File: config.mk
export PLATFORM = sky130hd
export DESIGN_NAME = uart_tx_mmio
export DESIGN_NICKNAME = d
export VERILOG_FILES = /design/src/rtl/uart_tx_mmio_pkg.sv /design/src/rtl/uart_tx_mmio_sync_fifo.sv /design/src/rtl/uart_tx_mmio.sv
export SDC_FILE = /design/constraint.sdc
export NUM_CORES = 1
export LEC_CHECK = 0
export BUFFER_PORTS_ARGS = -buffer_cell sky130_fd_sc_hd__clkbuf_2
export CAP_MARGIN = 15
export CORE_MARGIN = 1.5
export CORE_UTILIZATION = 51
export DETAILED_ROUTE_END_ITERATION = 7
export GPL_TIMING_DRIVEN = 1
export PLACE_DENSITY = 0.73
export SYNTH_ARGS = -nofsm -noshare
export SYNTH_HDL_FRONTEND = slang
export SYNTH_SLANG_ARGS = --single-unit
File: constraint.sdc
create_clock -name I_clk -period 3.2 [get_ports I_clk]
set_input_delay 0.16 -clock I_clk [delete_from_list [all_inputs] [get_ports I_clk]]
set_output_delay 0.16 -clock I_clk [all_outputs]
set_load 0.03 [all_outputs]
File: src/rtl/uart_tx_mmio_pkg.sv
// Shared register map, STATUS/CTRL bit positions and TX FSM encoding for the
// UART transmitter peripheral. The CPU address decoder imports the same package.
package uart_tx_mmio_pkg;

  // Byte offsets within the peripheral window
  localparam logic [3:0] OFS_TXDATA = 4'h0;
  localparam logic [3:0] OFS_STATUS = 4'h4;
  localparam logic [3:0] OFS_CTRL   = 4'h8;

  // STATUS bit positions
  localparam int STAT_FULL  = 0;
  localparam int STAT_EMPTY = 1;
  localparam int STAT_BUSY  = 2;
  localparam int STAT_OVF   = 3;

  // CTRL bit positions
  localparam int CTRL_IRQ_EN = 0;

  // Serial framing: start + 8 data + stop
  localparam int FRAME_BITS = 10;

  typedef enum logic [1:0] {
    ST_IDLE  = 2'd0,
    ST_START = 2'd1,
    ST_DATA  = 2'd2,
    ST_STOP  = 2'd3
  } tx_state_t;

  // Baud counter width able to hold clks-1; at least one bit so that
  // clks == 1 still yields a legal vector.
  function automatic int cnt_width(input int clks);
    return (clks > 1) ? $clog2(clks) : 1;
  endfunction

endpackage

File: src/rtl/uart_tx_mmio_sync_fifo.sv
// Synchronous first-word-fall-through FIFO with occupancy count.
//
// Handshake: I_push and I_pop are single-cycle strobes sampled on the rising
// edge. A pop is taken only while non-empty. A push is taken while not full,
// or while full if a pop is taken on the same edge (count unchanged). O_dout
// always shows the head entry and is valid whenever O_empty is low.
module sync_fifo #(
  parameter int WIDTH = 8,
  parameter int DEPTH = 8,
  localparam int AW = (DEPTH > 1) ? $clog2(DEPTH) : 1
) (
  input  logic             I_clk,
  input  logic             I_rst,
  input  logic             I_push,
  input  logic             I_pop,
  input  logic [WIDTH-1:0] I_din,
  output logic [WIDTH-1:0] O_dout,
  output logic             O_full,
  output logic             O_empty,
  output logic [AW:0]      O_count
);

  logic [WIDTH-1:0] mem [DEPTH];
  logic [AW-1:0]    wr_ptr;
  logic [AW-1:0]    rd_ptr;
  logic             do_push;
  logic             do_pop;

  assign O_full  = (O_count == (AW+1)'(DEPTH));
  assign O_empty = (O_count == '0);
  assign do_pop  = I_pop & ~O_empty;
  assign do_push = I_push & (~O_full | do_pop);
  assign O_dout  = mem[rd_ptr];

  // Pointer and occupancy bookkeeping; pointers wrap naturally (DEPTH is 2^n)
  always_ff @(posedge I_clk) begin
    if (I_rst) begin
      wr_ptr  <= '0;
      rd_ptr  <= '0;
      O_count <= '0;
    end else begin
      if (do_push) wr_ptr <= wr_ptr + AW'(1);
      if (do_pop)  rd_ptr <= rd_ptr + AW'(1);
      case ({do_push, do_pop})
        2'b10:   O_count <= O_count + (AW+1)'(1);
        2'b01:   O_count <= O_count - (AW+1)'(1);
        default: O_count <= O_count;
      endcase
    end
  end

  // Storage array; contents need no reset since occupancy gates every read
  always_ff @(posedge I_clk) begin
    if (do_push) mem[wr_ptr] <= I_din;
  end

endmodule

File: src/rtl/uart_tx_mmio.sv
// Memory-mapped 8N1 UART transmitter with a byte FIFO, sticky overflow flag
// and a level interrupt raised when the transmitter has fully drained.
module uart_tx_mmio #(
  parameter int CLKS_PER_BIT = 868,
  parameter int FIFO_DEPTH   = 8
) (
  input  logic        I_clk,
  input  logic        I_rst,
  input  logic        I_sel,
  input  logic        I_we,
  input  logic [3:0]  I_addr,
  input  logic [31:0] I_wdata,
  output logic [31:0] O_rdata,
  output logic        O_tx,
  output logic        O_irq
);

  import uart_tx_mmio_pkg::*;

  localparam int             CW       = cnt_width(CLKS_PER_BIT);
  localparam logic [CW-1:0]  CNT_LOAD = CW'(CLKS_PER_BIT - 1);
  localparam int             AW       = $clog2(FIFO_DEPTH);

  tx_state_t     state, state_next;
  logic [CW-1:0] cnt, cnt_next;
  logic [2:0]    bit_idx, idx_next;
  logic [7:0]    shift, shift_next;
  logic          tx_bit;

  logic          fifo_push, fifo_pop, fifo_full, fifo_empty;
  logic [7:0]    fifo_dout;
  logic [AW:0]   fifo_count;

  logic          overflow, irq_en, busy;
  logic          bus_wr, push_req, ovf_set, ovf_clr, ctrl_wr;
  logic [31:0]   status_word;
  logic          unused_bits;

  // Upper store bits and the FIFO count are not needed by this block
  assign unused_bits = ^{I_wdata[31:8], fifo_count};

  assign busy      = (state != ST_IDLE);
  assign bus_wr    = I_sel & I_we;
  assign push_req  = bus_wr & (I_addr == OFS_TXDATA);
  assign fifo_push = push_req & (~fifo_full | fifo_pop);
  assign ovf_set   = push_req & fifo_full & ~fifo_pop;
  assign ovf_clr   = bus_wr & (I_addr == OFS_STATUS) & I_wdata[STAT_OVF];
  assign ctrl_wr   = bus_wr & (I_addr == OFS_CTRL);

  sync_fifo #(
    .WIDTH (8),
    .DEPTH (FIFO_DEPTH)
  ) u_fifo (
    .I_clk   (I_clk),
    .I_rst   (I_rst),
    .I_push  (fifo_push),
    .I_pop   (fifo_pop),
    .I_din   (I_wdata[7:0]),
    .O_dout  (fifo_dout),
    .O_full  (fifo_full),
    .O_empty (fifo_empty),
    .O_count (fifo_count)
  );

  // Next-state, baud counter, bit index and shift register; pops the FIFO in IDLE
  always_comb begin
    state_next = state;
    cnt_next   = cnt;
    idx_next   = bit_idx;
    shift_next = shift;
    fifo_pop   = 1'b0;
    case (state)
      ST_IDLE: begin
        if (!fifo_empty) begin
          fifo_pop   = 1'b1;
          shift_next = fifo_dout;
          cnt_next   = CNT_LOAD;
          idx_next   = 3'd0;
          state_next = ST_START;
        end
      end
      ST_START: begin
        if (cnt == '0) begin
          cnt_next   = CNT_LOAD;
          state_next = ST_DATA;
        end else begin
          cnt_next = cnt - CW'(1);
        end
      end
      ST_DATA: begin
        if (cnt == '0) begin
          cnt_next = CNT_LOAD;
          if (bit_idx == 3'd7) begin
            state_next = ST_STOP;
          end else begin
            idx_next   = bit_idx + 3'd1;
            shift_next = {1'b0, shift[7:1]};
          end
        end else begin
          cnt_next = cnt - CW'(1);
        end
      end
      ST_STOP: begin
        if (cnt == '0) begin
          state_next = ST_IDLE;
        end else begin
          cnt_next = cnt - CW'(1);
        end
      end
      default: state_next = ST_IDLE;
    endcase
  end

  // Line level implied by the current state; registered into O_tx below
  always_comb begin
    tx_bit = 1'b1;
    case (state)
      ST_START: tx_bit = 1'b0;
      ST_DATA:  tx_bit = shift[0];
      default:  tx_bit = 1'b1;
    endcase
  end

  // FSM state register and registered serial output
  always_ff @(posedge I_clk) begin
    if (I_rst) begin
      state   <= ST_IDLE;
      cnt     <= '0;
      bit_idx <= '0;
      shift   <= '0;
      O_tx    <= 1'b1;
    end else begin
      state   <= state_next;
      cnt     <= cnt_next;
      bit_idx <= idx_next;
      shift   <= shift_next;
      O_tx    <= tx_bit;
    end
  end

  // Sticky overflow, interrupt enable and registered interrupt level
  always_ff @(posedge I_clk) begin
    if (I_rst) begin
      overflow <= 1'b0;
      irq_en   <= 1'b0;
      O_irq    <= 1'b0;
    end else begin
      if (ovf_set)      overflow <= 1'b1;
      else if (ovf_clr) overflow <= 1'b0;
      if (ctrl_wr) irq_en <= I_wdata[CTRL_IRQ_EN];
      O_irq <= irq_en & fifo_empty & ~busy;
    end
  end

  // STATUS word assembly
  always_comb begin
    status_word             = '0;
    status_word[STAT_FULL]  = fifo_full;
    status_word[STAT_EMPTY] = fifo_empty;
    status_word[STAT_BUSY]  = busy;
    status_word[STAT_OVF]   = overflow;
  end

  // Combinational read mux so single-cycle loads complete in the same cycle
  always_comb begin
    O_rdata = '0;
    if (I_sel) begin
      case (I_addr)
        OFS_STATUS: O_rdata = status_word;
        OFS_CTRL:   O_rdata[CTRL_IRQ_EN] = irq_en;
        default:    O_rdata = '0;
      endcase
    end
  end

endmodule

==> results.sh, run 1 <==
export IMPL_status="completed"
export IMPL_numCtsBuffers=9
export IMPL_synth_edf_count=64
export IMPL_grt_pass1_wl_mm=14.5
export IMPL_antenna_found_initial=0
export IMPL_design_area_um2=5200
export IMPL_yosysWarnings=0
export IMPL_postRouteAntennaNets=0
export IMPL_finalMaxSlewViolations=0
export IMPL_max_clock_path_buffers=2
export IMPL_die_area_um2=10100
export IMPL_clkPwrFrac_pct=20.1
export IMPL_drt_iter0_markers=146
export IMPL_finalHoldViolCount=0
export IMPL_start_util_pct=52.5
export IMPL_avgSynthCellArea_um2=12.3
export IMPL_insertedDiodeCount=0
export IMPL_finalWirelength_mm=8.87
export IMPL_period_needed_ns=2.72
export IMPL_nets=472
export IMPL_wl_per_cell_um=16.0
export IMPL_stdcell_count=553
export IMPL_fin_crit_sh_pct=85.1
export IMPL_hold_buffers=0
export IMPL_worst_pin_slew_ns=0.738
export IMPL_finalWeightedCongestion=0.785
export IMPL_placed_cells=537
export IMPL_grt_pass1_vias=2889
export IMPL_seq_area_frac_synth_pct=56.1
export IMPL_relSlewSlack_pct=50.4
export IMPL_cellPowerDensity_nw_per_um2=745
export IMPL_ys_types=61
export IMPL_r2r_start="u_fifo.O_count[0]$_SDFFE_PP0P_"
export IMPL_holdPathEnd="u_fifo.mem[6][7]$_DFFE_PP_"
export IMPL_htree_levels=3
export IMPL_dieWidth_um=101
export IMPL_async_flop_share_pct=0
export IMPL_ys_ff_latch=104
export IMPL_place_area_um2=5010
export IMPL_cts_sinks=104
export IMPL_track_usage_pct=19.0
export IMPL_required_ns=3.50
export IMPL_io_pins=74
export IMPL_die_h_um=101
export IMPL_viasPerCell=5.48
export IMPL_syn_area_um2=4850
export IMPL_cts_resized_gates=0
export IMPL_endpoint_kind="register"
export IMPL_final_setup_tns_ns=0
export IMPL_syn_inst=396
export IMPL_clock_skew_ns=0.0147
export IMPL_hp_class="in2reg"
export IMPL_rsz0062_at_grt="false"
export IMPL_grt_max_degree=35
export IMPL_arrival_ns=3.02
export IMPL_critPathMaxFanout=8
export IMPL_fillerInstances=767
export IMPL_seqPwrFrac_pct=43.1
export IMPL_row_count=35
export IMPL_overflow=0
export IMPL_timing_hold_worst_path_depth=1
export IMPL_cts_root_buf="clkbuf_8"
export IMPL_reg2reg_depth=10
export IMPL_critical_path_class="reg2reg"
export IMPL_p_comb_share_pct=36.8
export IMPL_hpwlAfterDp_mm=6.00
export IMPL_setup_viol=0
export IMPL_postCtsSetupBuffers=0
export IMPL_cts_clk_slew_worst_paths_ns=0.11
export IMPL_max_freq_mhz=367
export IMPL_ir_worst_vdd_v=0.000376
export IMPL_synth_ff_type="edfxtp_1"
export IMPL_cp_start_kind="register"
export IMPL_maxCapViolations=0
export IMPL_final_util_pct=56.3
export IMPL_p_sw_uw=1460
export IMPL_firstDrtPassIters=5
export IMPL_p_sw_share_pct=37.8
export IMPL_min_from="I_wdata[7]"
export IMPL_p_int_uw=2410
export IMPL_area_growth_pct=7.14
export IMPL_clock_latency_ns=0.37
export IMPL_reg2reg_setup_slack_ns=0.48
export IMPL_drive_gt1_share_pct=16.7
export IMPL_cts_tree="done"
export IMPL_coreArea_um2=9240
export IMPL_io_buffers=21
export IMPL_vias=3031
export IMPL_reg2reg_to="u_fifo.O_count[2]$_SDFFE_PP0P_"
export IMPL_power_leakage_uw=0.00183
export IMPL_drc_errors=0
==> power groups by stage <==
stage | sequential, µW | combinational [µW] | clock [µW]
finish | 1670 | 1420 | 780
global route | 1690 | 1600 | 852
CTS | 1670 | 1430 | 799
detailed placement | 1700 | 1420 | 0
global placement | 1690 | 1380 | 0
floorplan | 1640 | 1200 | 0
==> layout by cell type (no fill, tap or decap), types with 4 or more instances in the layout <==
cell type	count
nand2_1	15
mux4_2	9
edfxtp_1	64
a221oi_1	8
nand2b_1	13
o21ai_0	13
or3_1	4
buf_4	13
nand3_1	7
xor2_1	4
inv_1	8
clkbuf_8	9
mux2i_1	21
nor3_1	7
nor2_1	23
a311oi_1	7
dfxtp_1	40
clkbuf_2	21
a211oi_1	6
a21oi_1	23
ha_1	13
nor2b_1	6
conb_1	28
==> how the worst max path moves through the flow <==
| stage | depth (start not counted) | slack, ns | startpoint | end |
|---|---|---|---|---|
| final | 10 | 0.48 | u_fifo.O_count[0]$_SDFFE_PP0P_ | u_fifo.O_count[2]$_SDFFE_PP0P_ |
| after CTS | 10 | 0.41 | u_fifo.O_count[0]$_SDFFE_PP0P_ | u_fifo.O_count[2]$_SDFFE_PP0P_ |
| after global routing | 10 | 0.12 | u_fifo.O_count[0]$_SDFFE_PP0P_ | u_fifo.O_count[2]$_SDFFE_PP0P_ |
| after detailed placement | 10 | 0.46 | u_fifo.O_count[0]$_SDFFE_PP0P_ | u_fifo.O_count[2]$_SDFFE_PP0P_ |
| after global placement | 11 | 0.65 | I_addr[1] | u_fifo.O_count[2]$_SDFFE_PP0P_ |
| after floorplan | 11 | 0.51 | u_fifo.O_count[1]$_SDFFE_PP0P_ | u_fifo.O_count[2]$_SDFFE_PP0P_ |
==> layer usage <==
layer / GRT usage [%] / wire, µm / vias up
li1: - / - / 1484
met1: 24.3 / 4030 / 1472
met2: 32.5 / 4420 / 63
met3: 4.09 / 309 / 12
met4: 5.63 / 113 / 0
met5: 0 / 0 / -
==> cells by family after synthesis <==
logic type,after synthesis,synth area share [%]
AOI/OAI and AO/OA,81,12.1
xor gates and xnor gates,5,0.902
adders and majority gates,13,3.35
buffers and inverters,57,6.93
DFF,104,56.1
muxes,31,8.74
other,1,0.0772
and+or+nand+nor,104,11.9
==> cells in the mapped netlist, types with 3 or more instances <==
library cell  count  area, µm²
mux4_2            9        203
nor2b_1           6       37.5
nand2b_1         13       81.3
o21ai_0          13       65.1
a21oi_1          23        115
xor2_1            4       35.0
o31ai_1           3       22.5
mux2i_1          21        210
dfxtp_1          40        801
or2_2             3       18.8
o211a_1           3       30.0
nor2_1           23       86.3
a211oi_1          6       45.0
buf_4            28        210
and3_1            3       18.8
clkbuf_1         15       56.3
a221oi_1          8       70.1
or3_1             4       25.0
edfxtp_1         64       1920
nand2_1          15       56.3
nand3_1           7       35.0
a311oi_1          7       61.3
ha_1             13        163
nand4_1           3       18.8
nor3_1            7       35.0
inv_1             8       30.0
==> critical path: stages, from the launching register on <==
cell and delay [ns]:
dfxtp_1 0.40, nor4b_1 0.68, a2111oi_2 0.20, inv_1 0.11, ha_1 0.24, xor2_1 0.19
ha_1 0.17, a21oi_1 0.05, xor2_1 0.16, or3_1 0.30, a21oi_1 0.14
==> flip-flops by register name (all words and copies together) (netlist names), named ones only <==
| name | count |
|---|---|
| u_fifo.mem | 64 |
| cnt | 10 |
| shift | 8 |
| u_fifo.O_count | 4 |
| bit_idx | 3 |
| u_fifo.rd_ptr | 3 |
| u_fifo.wr_ptr | 3 |
| state | 2 |
| O_irq | 1 |
| O_tx | 1 |
| irq_en | 1 |
| overflow | 1 |
==> area by class of cell <==
cell class,count,area [µm²],share of cell area (%)
clock buffers,9,124,2.38
clock inverters,7,63.8,1.23
inverters,8,30.0,0.577
multi-input cells,262,1900,36.5
flip-flops and latches,104,2720,52.3
well taps,129,161,3.10
repair buffers,34,203,3.90
==> per-stage QoR <==
stage / power (µW) / setup slack [ns] / hold slack, ns
finish: 3870 / 0.478 / 0.0550
global route: 4140 / 0.115 / 0.0473
CTS: 3890 / 0.415 / 0.0409
detailed placement: 3120 / 0.458 / 0.442
global placement: 3070 / 0.647 / 0.430
floorplan: 2840 / 0.512 / 0.259
(Power assumes the default switching activity.)
==> run 2, diff against run 1 <==
--- a/config.mk
+++ b/config.mk
@@ -5,13 +5,16 @@
 export SDC_FILE = /design/constraint.sdc
 export NUM_CORES = 1
 export LEC_CHECK = 0
+export ABC_AREA = 1
 export BUFFER_PORTS_ARGS = -buffer_cell sky130_fd_sc_hd__clkbuf_2
 export CAP_MARGIN = 15
 export CORE_MARGIN = 1.5
 export CORE_UTILIZATION = 51
+export CTS_BUF_LIST = sky130_fd_sc_hd__clkbuf_16
 export DETAILED_ROUTE_END_ITERATION = 7
 export GPL_TIMING_DRIVEN = 1
 export PLACE_DENSITY = 0.73
 export SYNTH_ARGS = -nofsm -noshare
 export SYNTH_HDL_FRONTEND = slang
 export SYNTH_SLANG_ARGS = --single-unit
+export TNS_END_PERCENT = 100
==> run 2 against run 1 <==
Against the previous run:
- maximum frequency grew 14%
- sequential power grew 4%
- die area grew 1.9%
- first-iteration DRC count grew 67%
- critical path type unchanged
==> results.sh, run 2 <==
export IMPL_cts_resized_gates=0
export IMPL_reg_top3="u_fifo.mem x64, cnt x10, shift x8"
export IMPL_syn_area_um2=4950
export IMPL_fillerInstances=789
export IMPL_cp_start_kind="register"
export IMPL_required_ns=3.43
export IMPL_synth_ff_type="edfxtp_1"
export IMPL_syn_inst=551
export IMPL_clock_latency_ns=0.34
export IMPL_nets=627
export IMPL_row_count=35
export IMPL_drive_gt1_share_pct=11.4
export IMPL_dieWidth_um=102
export IMPL_finalHoldViolCount=0
export IMPL_worst_pin_slew_ns=0.547
export IMPL_timing_hold_ws_ns=0.0933
export IMPL_cts_clk_slew_worst_paths_ns=0.07
export IMPL_wl_per_cell_um=13.4
export IMPL_cts_root_buf="clkbuf_16"
export IMPL_most_common_layout_cells="nand2_1, edfxtp_1, nand3_1"
export IMPL_finalMaxSlewViolations=0
export IMPL_seq_area_frac_synth_pct=55.0
export IMPL_ir_worst_vdd_v=0.000527
export IMPL_largest_register="u_fifo.mem"
export IMPL_grt_max_degree=33
export IMPL_hp_class="in2reg"
export IMPL_maxCapViolations=0
export IMPL_yosysWarnings=0
export IMPL_synth_top_family_by_area="simple AND/OR/NAND/NOR gates"
export IMPL_synth_xor_area_share_pct=1.24
export IMPL_synth_edf_count=64
export IMPL_route_met3_wl_um=627
export IMPL_highest_layer="met4"
export IMPL_area_growth_pct=8.29
export IMPL_finalWeightedCongestion=0.872
export IMPL_crit_chain="inv_1 > ha_1 > nand2_1 > inv_1 > ha_1 > xor2_1 > ha_1 > a21oi_1 > xnor2_1 > o21ai_0 > inv_1"
export IMPL_drt_iter0_markers=244
export IMPL_power_leakage_uw=0.00223
export IMPL_cts_tree="done"
export IMPL_max_freq_mhz=418
export IMPL_endpoint_kind="register"
export IMPL_start_util_pct=53.1
export IMPL_critPathMaxFanout=8
export IMPL_hpwlAfterDp_mm=6.33
export IMPL_relSlewSlack_pct=63.5
export IMPL_die_area_um2=10300
export IMPL_drc_errors=0
export IMPL_overflow=0
export IMPL_synth_compound_area_share_pct=5.36
export IMPL_synth_top_area_cell="edfxtp_1"
export IMPL_antenna_found_initial=0
export IMPL_ys_ff_latch=104
export IMPL_critPathSlowestCell="ha_1"
export IMPL_avgSynthCellArea_um2=8.98
export IMPL_final_setup_tns_ns=0
export IMPL_grt_pass1_wl_mm=15.4
export IMPL_cts_sinks=104
export IMPL_clock_skew_ns=0.00934
export IMPL_finalWirelength_mm=9.49
export IMPL_reg2reg_depth=11
export IMPL_viasPerCell=5.05
export IMPL_yosys_area_share_simple_pct=25.8
export IMPL_hold_buffers=0
export IMPL_yosys_top_cells_count="nand2_1, edfxtp_1, nand3_1, nor2_1, dfxtp_1"
export IMPL_grt_pass1_vias=3313
export IMPL_vias=3576
export IMPL_cpPeakStageDelay_ns=0.35
export IMPL_status="completed"
export IMPL_io_buffers=21
export IMPL_synth_area_leaders="edfxtp_1, dfxtp_1, nand2_1"
export IMPL_muxShareOfSynthArea_pct=0
export IMPL_period_needed_ns=2.39
export IMPL_wl_met1_mm=4.25
export IMPL_htree_levels=3
export IMPL_io_pins=74
export IMPL_synth_adder_area_share_pct=3.29
export IMPL_timing_hold_worst_path_depth=1
export IMPL_postRouteAntennaNets=0
export IMPL_power_uw=4560
export IMPL_track_usage_pct=19.5
export IMPL_largest_register_ff_count=64
export IMPL_rsz0062_at_grt="false"
export IMPL_postCtsSetupBuffers=0
export IMPL_synth_top_area_share_pct=38.8
export IMPL_place_area_um2=5090
export IMPL_die_h_um=102
export IMPL_setup_viol=0
export IMPL_async_flop_share_pct=0
export IMPL_numCtsBuffers=9
export IMPL_fin_crit_sh_pct=74.8
export IMPL_coreArea_um2=9330
export IMPL_wl_met2_mm=4.49
export IMPL_yosysMostFrequentCell="nand2_1"
export IMPL_insertedDiodeCount=0
export IMPL_critical_path_class="reg2reg"
export IMPL_mostFrequentLayoutCell="nand2_1"
export IMPL_max_clock_path_buffers=2
export IMPL_cellPowerDensity_nw_per_um2=852
export IMPL_ys_types=36
export IMPL_design_area_um2=5360
export IMPL_final_util_pct=57.5
export IMPL_firstDrtPassIters=5
export IMPL_arrival_ns=2.63
run 2: cell types whose count changed in the layout (fill, tap and decap cells not counted), sizes merged, moves of 7 or more:
| cell | previous run | this run |
|---|---|---|
| mux4 | 9 | 0 |
| a311oi | 7 | 0 |
| nand3 | 7 | 62 |
| nor2 | 24 | 47 |
| a221oi | 8 | 0 |
| nand2b | 13 | 0 |
| nand2 | 15 | 164 |
| mux2i | 21 | 0 |
| inv | 13 | 44 |
run 2: layout make-up:
type / instances / area, µm² / share of cell area (%)
sequential: 104 / 2720 / 50.8
multi-input combinational: 388 / 1870 / 34.9
clock buffer: 9 / 225 / 4.20
timing repair buffer: 31 / 180 / 3.36
tap: 129 / 161 / 3.01
inverter: 40 / 150 / 2.80
clock inverter: 7 / 48.8 / 0.910
run 2: per-stage QoR:
stage | cells | setup WS [ns]
2_1_floorplan | 578 | 1.10
3_3_place_gp | 692 | 0.947
3_5_place_dp | 692 | 0.843
4_1_cts | 708 | 0.834
5_1_grt | 708 | 0.568
6_report | 708 | 0.807
run 2: cell families after synthesis:
group           after synthesis
flops                       104
simple gates                290
fa+ha+maj                    13
compound gates               50
other cells                   1
buf+inv                      86
xor+xnor                      7
run 2: final timing paths:
kind | startpoint | to | slack, ns
min | I_wdata[6] | u_fifo.mem[3][6]$_DFFE_PP_ | 0.09
max | state[0]$_SDFFE_PP0P_ | u_fifo.O_count[2]$_SDFFE_PP0P_ | 0.81
max reg2reg | state[0]$_SDFFE_PP0P_ | u_fifo.O_count[2]$_SDFFE_PP0P_ | 0.81
min reg2reg | overflow$_SDFFE_PP0P_ | overflow$_SDFFE_PP0P_ | 0.47
run 2: per-layer routing:
layer  vias up  GRT usage [%]
li1       1814              -
met1      1638           25.9
met2       115           32.2
met3         9           4.49
met4         0           5.98
met5         -              0
run 2: critical path, delay by kind of cell (launching register included):
kind	cells	cell delay [ns]
simple gates	1	0.15
compound gates	2	0.21
fa+ha+maj	3	0.82
buf+inv	3	0.35
xor+xnor	2	0.42
flops	1	0.34
run 2: where the power goes:
part	internal [µW]	switching, µW	leakage (µW)
clock	528	464	0.000135
combinational	599	1250	0.00119
sequential	1590	137	0.000903
==> run 3, diff against run 2 <==
--- a/config.mk
+++ b/config.mk
@@ -13,7 +13,7 @@
 export CTS_BUF_LIST = sky130_fd_sc_hd__clkbuf_16
 export DETAILED_ROUTE_END_ITERATION = 7
 export GPL_TIMING_DRIVEN = 1
-export PLACE_DENSITY = 0.73
+export PLACE_DENSITY = 0.75
 export SYNTH_ARGS = -nofsm -noshare
 export SYNTH_HDL_FRONTEND = slang
 export SYNTH_SLANG_ARGS = --single-unit
==> constraint.sdc (replaced) <==
create_clock -name I_clk -period 2.15 [get_ports I_clk]
set_input_delay 0.1075 -clock I_clk [delete_from_list [all_inputs] [get_ports I_clk]]
set_output_delay 0.1075 -clock I_clk [all_outputs]
set_load 0.03 [all_outputs]
==> run 3 against run 2 <==
Against the previous run:
- power up 56%
- core utilization is 1.2 points higher
- flip-flop and latch count did not move
- die area unchanged
- sequential power rose by 47%
- clock-buffer cell count unchanged
- worst setup slack worse by 0.69 ns
- register-to-register slack lost 0.69 ns
- cell count increased by 1.1%
- via count up 2.8%
- clock skew increased by 0.0040 ns
- non-clock buffer count grew 8
- largest power group unchanged
==> results.sh, run 3 (synthesis gave the netlist of run 2 again) <==
export IMPL_crit_start="state[1]$_SDFFE_PP0P_"
export IMPL_dieWidth_um=102
export IMPL_most_common_layout_cells="nand2_1, edfxtp_1, nand3_1"
export IMPL_hold_buffers=0
export IMPL_firstDrtPassIters=5
export IMPL_numCtsBuffers=9
export IMPL_critical_path_class="reg2reg"
export IMPL_reg2reg_to="u_fifo.O_count[2]$_SDFFE_PP0P_"
export IMPL_hpwlAfterDp_mm=6.60
export IMPL_fillerInstances=760
export IMPL_cp_start_kind="register"
export IMPL_cts_sinks=104
export IMPL_largest_register="u_fifo.mem"
export IMPL_drc_errors=0
export IMPL_die_area_um2=10300
export IMPL_reg2reg_setup_slack_ns=0.12
export IMPL_postCtsSetupBuffers=0
export IMPL_postRouteAntennaNets=0
export IMPL_critPathMaxFanout=4
export IMPL_ir_worst_vdd_v=0.000717
export IMPL_wl_per_cell_um=13.9
export IMPL_worst_pin_slew_ns=0.553
export IMPL_required_ns=2.39
export IMPL_io_buffers=21
export IMPL_hp_class="in2reg"
export IMPL_row_count=35
export IMPL_cts_clk_slew_worst_paths_ns=0.07
export IMPL_area_growth_pct=10.5
export IMPL_insertedDiodeCount=0
export IMPL_finalHoldViolCount=0
export IMPL_cp_endpoint="u_fifo.O_count[2]$_SDFFE_PP0P_"
export IMPL_grt_max_degree=33
export IMPL_nets=635
export IMPL_antenna_found_initial=0
export IMPL_relSlewSlack_pct=63.1
export IMPL_stdcell_count=716
export IMPL_clock_latency_ns=0.35
export IMPL_drt_iter0_markers=342
export IMPL_cts_root_buf="clkbuf_16"
export IMPL_largest_register_ff_count=64
export IMPL_grt_pass1_vias=3352
export IMPL_timing_hold_ws_ns=0.0235
export IMPL_fin_crit_sh_pct=94.4
export IMPL_place_area_um2=5150
export IMPL_mostFrequentLayoutCell="nand2_1"
export IMPL_power_leakage_uw=0.00228
export IMPL_drive_gt1_share_pct=13.6
export IMPL_cellPowerDensity_nw_per_um2=1300
export IMPL_overflow=0
export IMPL_r2r_start="state[1]$_SDFFE_PP0P_"
export IMPL_design_area_um2=5470
export IMPL_endpoint_kind="register"
export IMPL_max_clock_path_buffers=2
export IMPL_status="completed"
export IMPL_cts_tree="done"
export IMPL_coreArea_um2=9330
export IMPL_reg2reg_depth=12
export IMPL_maxCapViolations=0
export IMPL_arrival_ns=2.27
export IMPL_htree_levels=3
export IMPL_max_freq_mhz=493
export IMPL_finalWirelength_mm=9.95
export IMPL_die_h_um=102
export IMPL_io_pins=74
export IMPL_finalWeightedCongestion=0.803
export IMPL_track_usage_pct=20.8
export IMPL_viasPerCell=5.13
export IMPL_grt_pass1_wl_mm=16.1
export IMPL_finalMaxSlewViolations=0
export IMPL_vias=3675
export IMPL_reg_top3="u_fifo.mem x64, cnt x10, shift x8"
export IMPL_period_needed_ns=2.03
export IMPL_start_util_pct=53.1
export IMPL_placed_cells=700
export IMPL_setup_viol=0
export IMPL_clock_skew_ns=0.0133
## run 3: changes by cell type in the layout (fill, tap and decap cells not counted), moves of 2 or more
cell,previous run,this run
inv_1,37,35
buf_4,10,18
clkinv_8,0,2
dfxtp_1,40,38
dfxtp_2,0,2
inv_8,0,4
inv_6,2,0
## run 3: layout make-up
cell class	count	area (µm²)	area share, %
flip-flops and latches	104	2730	49.8
multi-input cells	388	1880	34.4
repair buffers	39	240	4.39
clock buffers	9	225	4.12
well taps	129	161	2.95
inverters	40	150	2.75
clock inverters	7	85.1	1.56
## run 3: worst min path at each step
| stage | slack (ns) | cells after the start | start | end |
|---|---|---|---|---|
| after floorplan | 0.21 | 0 | I_wdata[0] | u_fifo.mem[0][0]$_DFFE_PP_ |
| after global placement | 0.37 | 1 | I_wdata[5] | u_fifo.mem[0][5]$_DFFE_PP_ |
| after detailed placement | 0.38 | 1 | I_wdata[5] | u_fifo.mem[1][5]$_DFFE_PP_ |
| after CTS | 0.02 | 1 | I_wdata[5] | u_fifo.mem[1][5]$_DFFE_PP_ |
| after global routing | 0.03 | 1 | I_wdata[2] | u_fifo.mem[1][2]$_DFFE_PP_ |
| final | 0.02 | 1 | I_wdata[5] | u_fifo.mem[1][5]$_DFFE_PP_ |
## run 3: what timing repair did
action / 4_1_cts / 5_1_grt
hold endpoints to repair: 0 / 0
gates resized for setup: 0 / 4
endpoints found under the setup margin: 0 / 3
## run 3: metal layers
layer | global-route usage [%] | up-vias | wire length, µm
li1 | - | 1827 | -
met1 | 29.1 | 1711 | 4450
met2 | 32.3 | 116 | 4760
met3 | 3.11 | 21 | 527
met4 | 9.08 | 0 | 220
met5 | 0 | - | 0
## run 3: where the power goes
part	switching [µW]	internal, µW
sequential	183	2370
clock	818	838
combinational	1930	971
## run 3: critical path, cell delays in order (launching register included)
cell	delay, ns
dfxtp_2	0.34
inv_1	0.09
ha_1	0.23
inv_1	0.07
nand2_1	0.08
nand2_2	0.07
ha_2	0.22
xor2_2	0.17
ha_1	0.20
a21oi_1	0.16
xnor2_1	0.09
o21ai_0	0.15
inv_1	0.05
## run 3: metrics by stage
stage	setup WS, ns	util (%)	total power, µW	TNS [ns]
final	0.121	58.6	7100	0
after global routing	-0.0416	58.6	7630	-0.0416
after CTS	0.0424	58.5	7080	0
after detailed placement	0.0812	55.2	5420	0
after global placement	0.166	55.2	5300	0
after floorplan	0.0550	-	4850	0
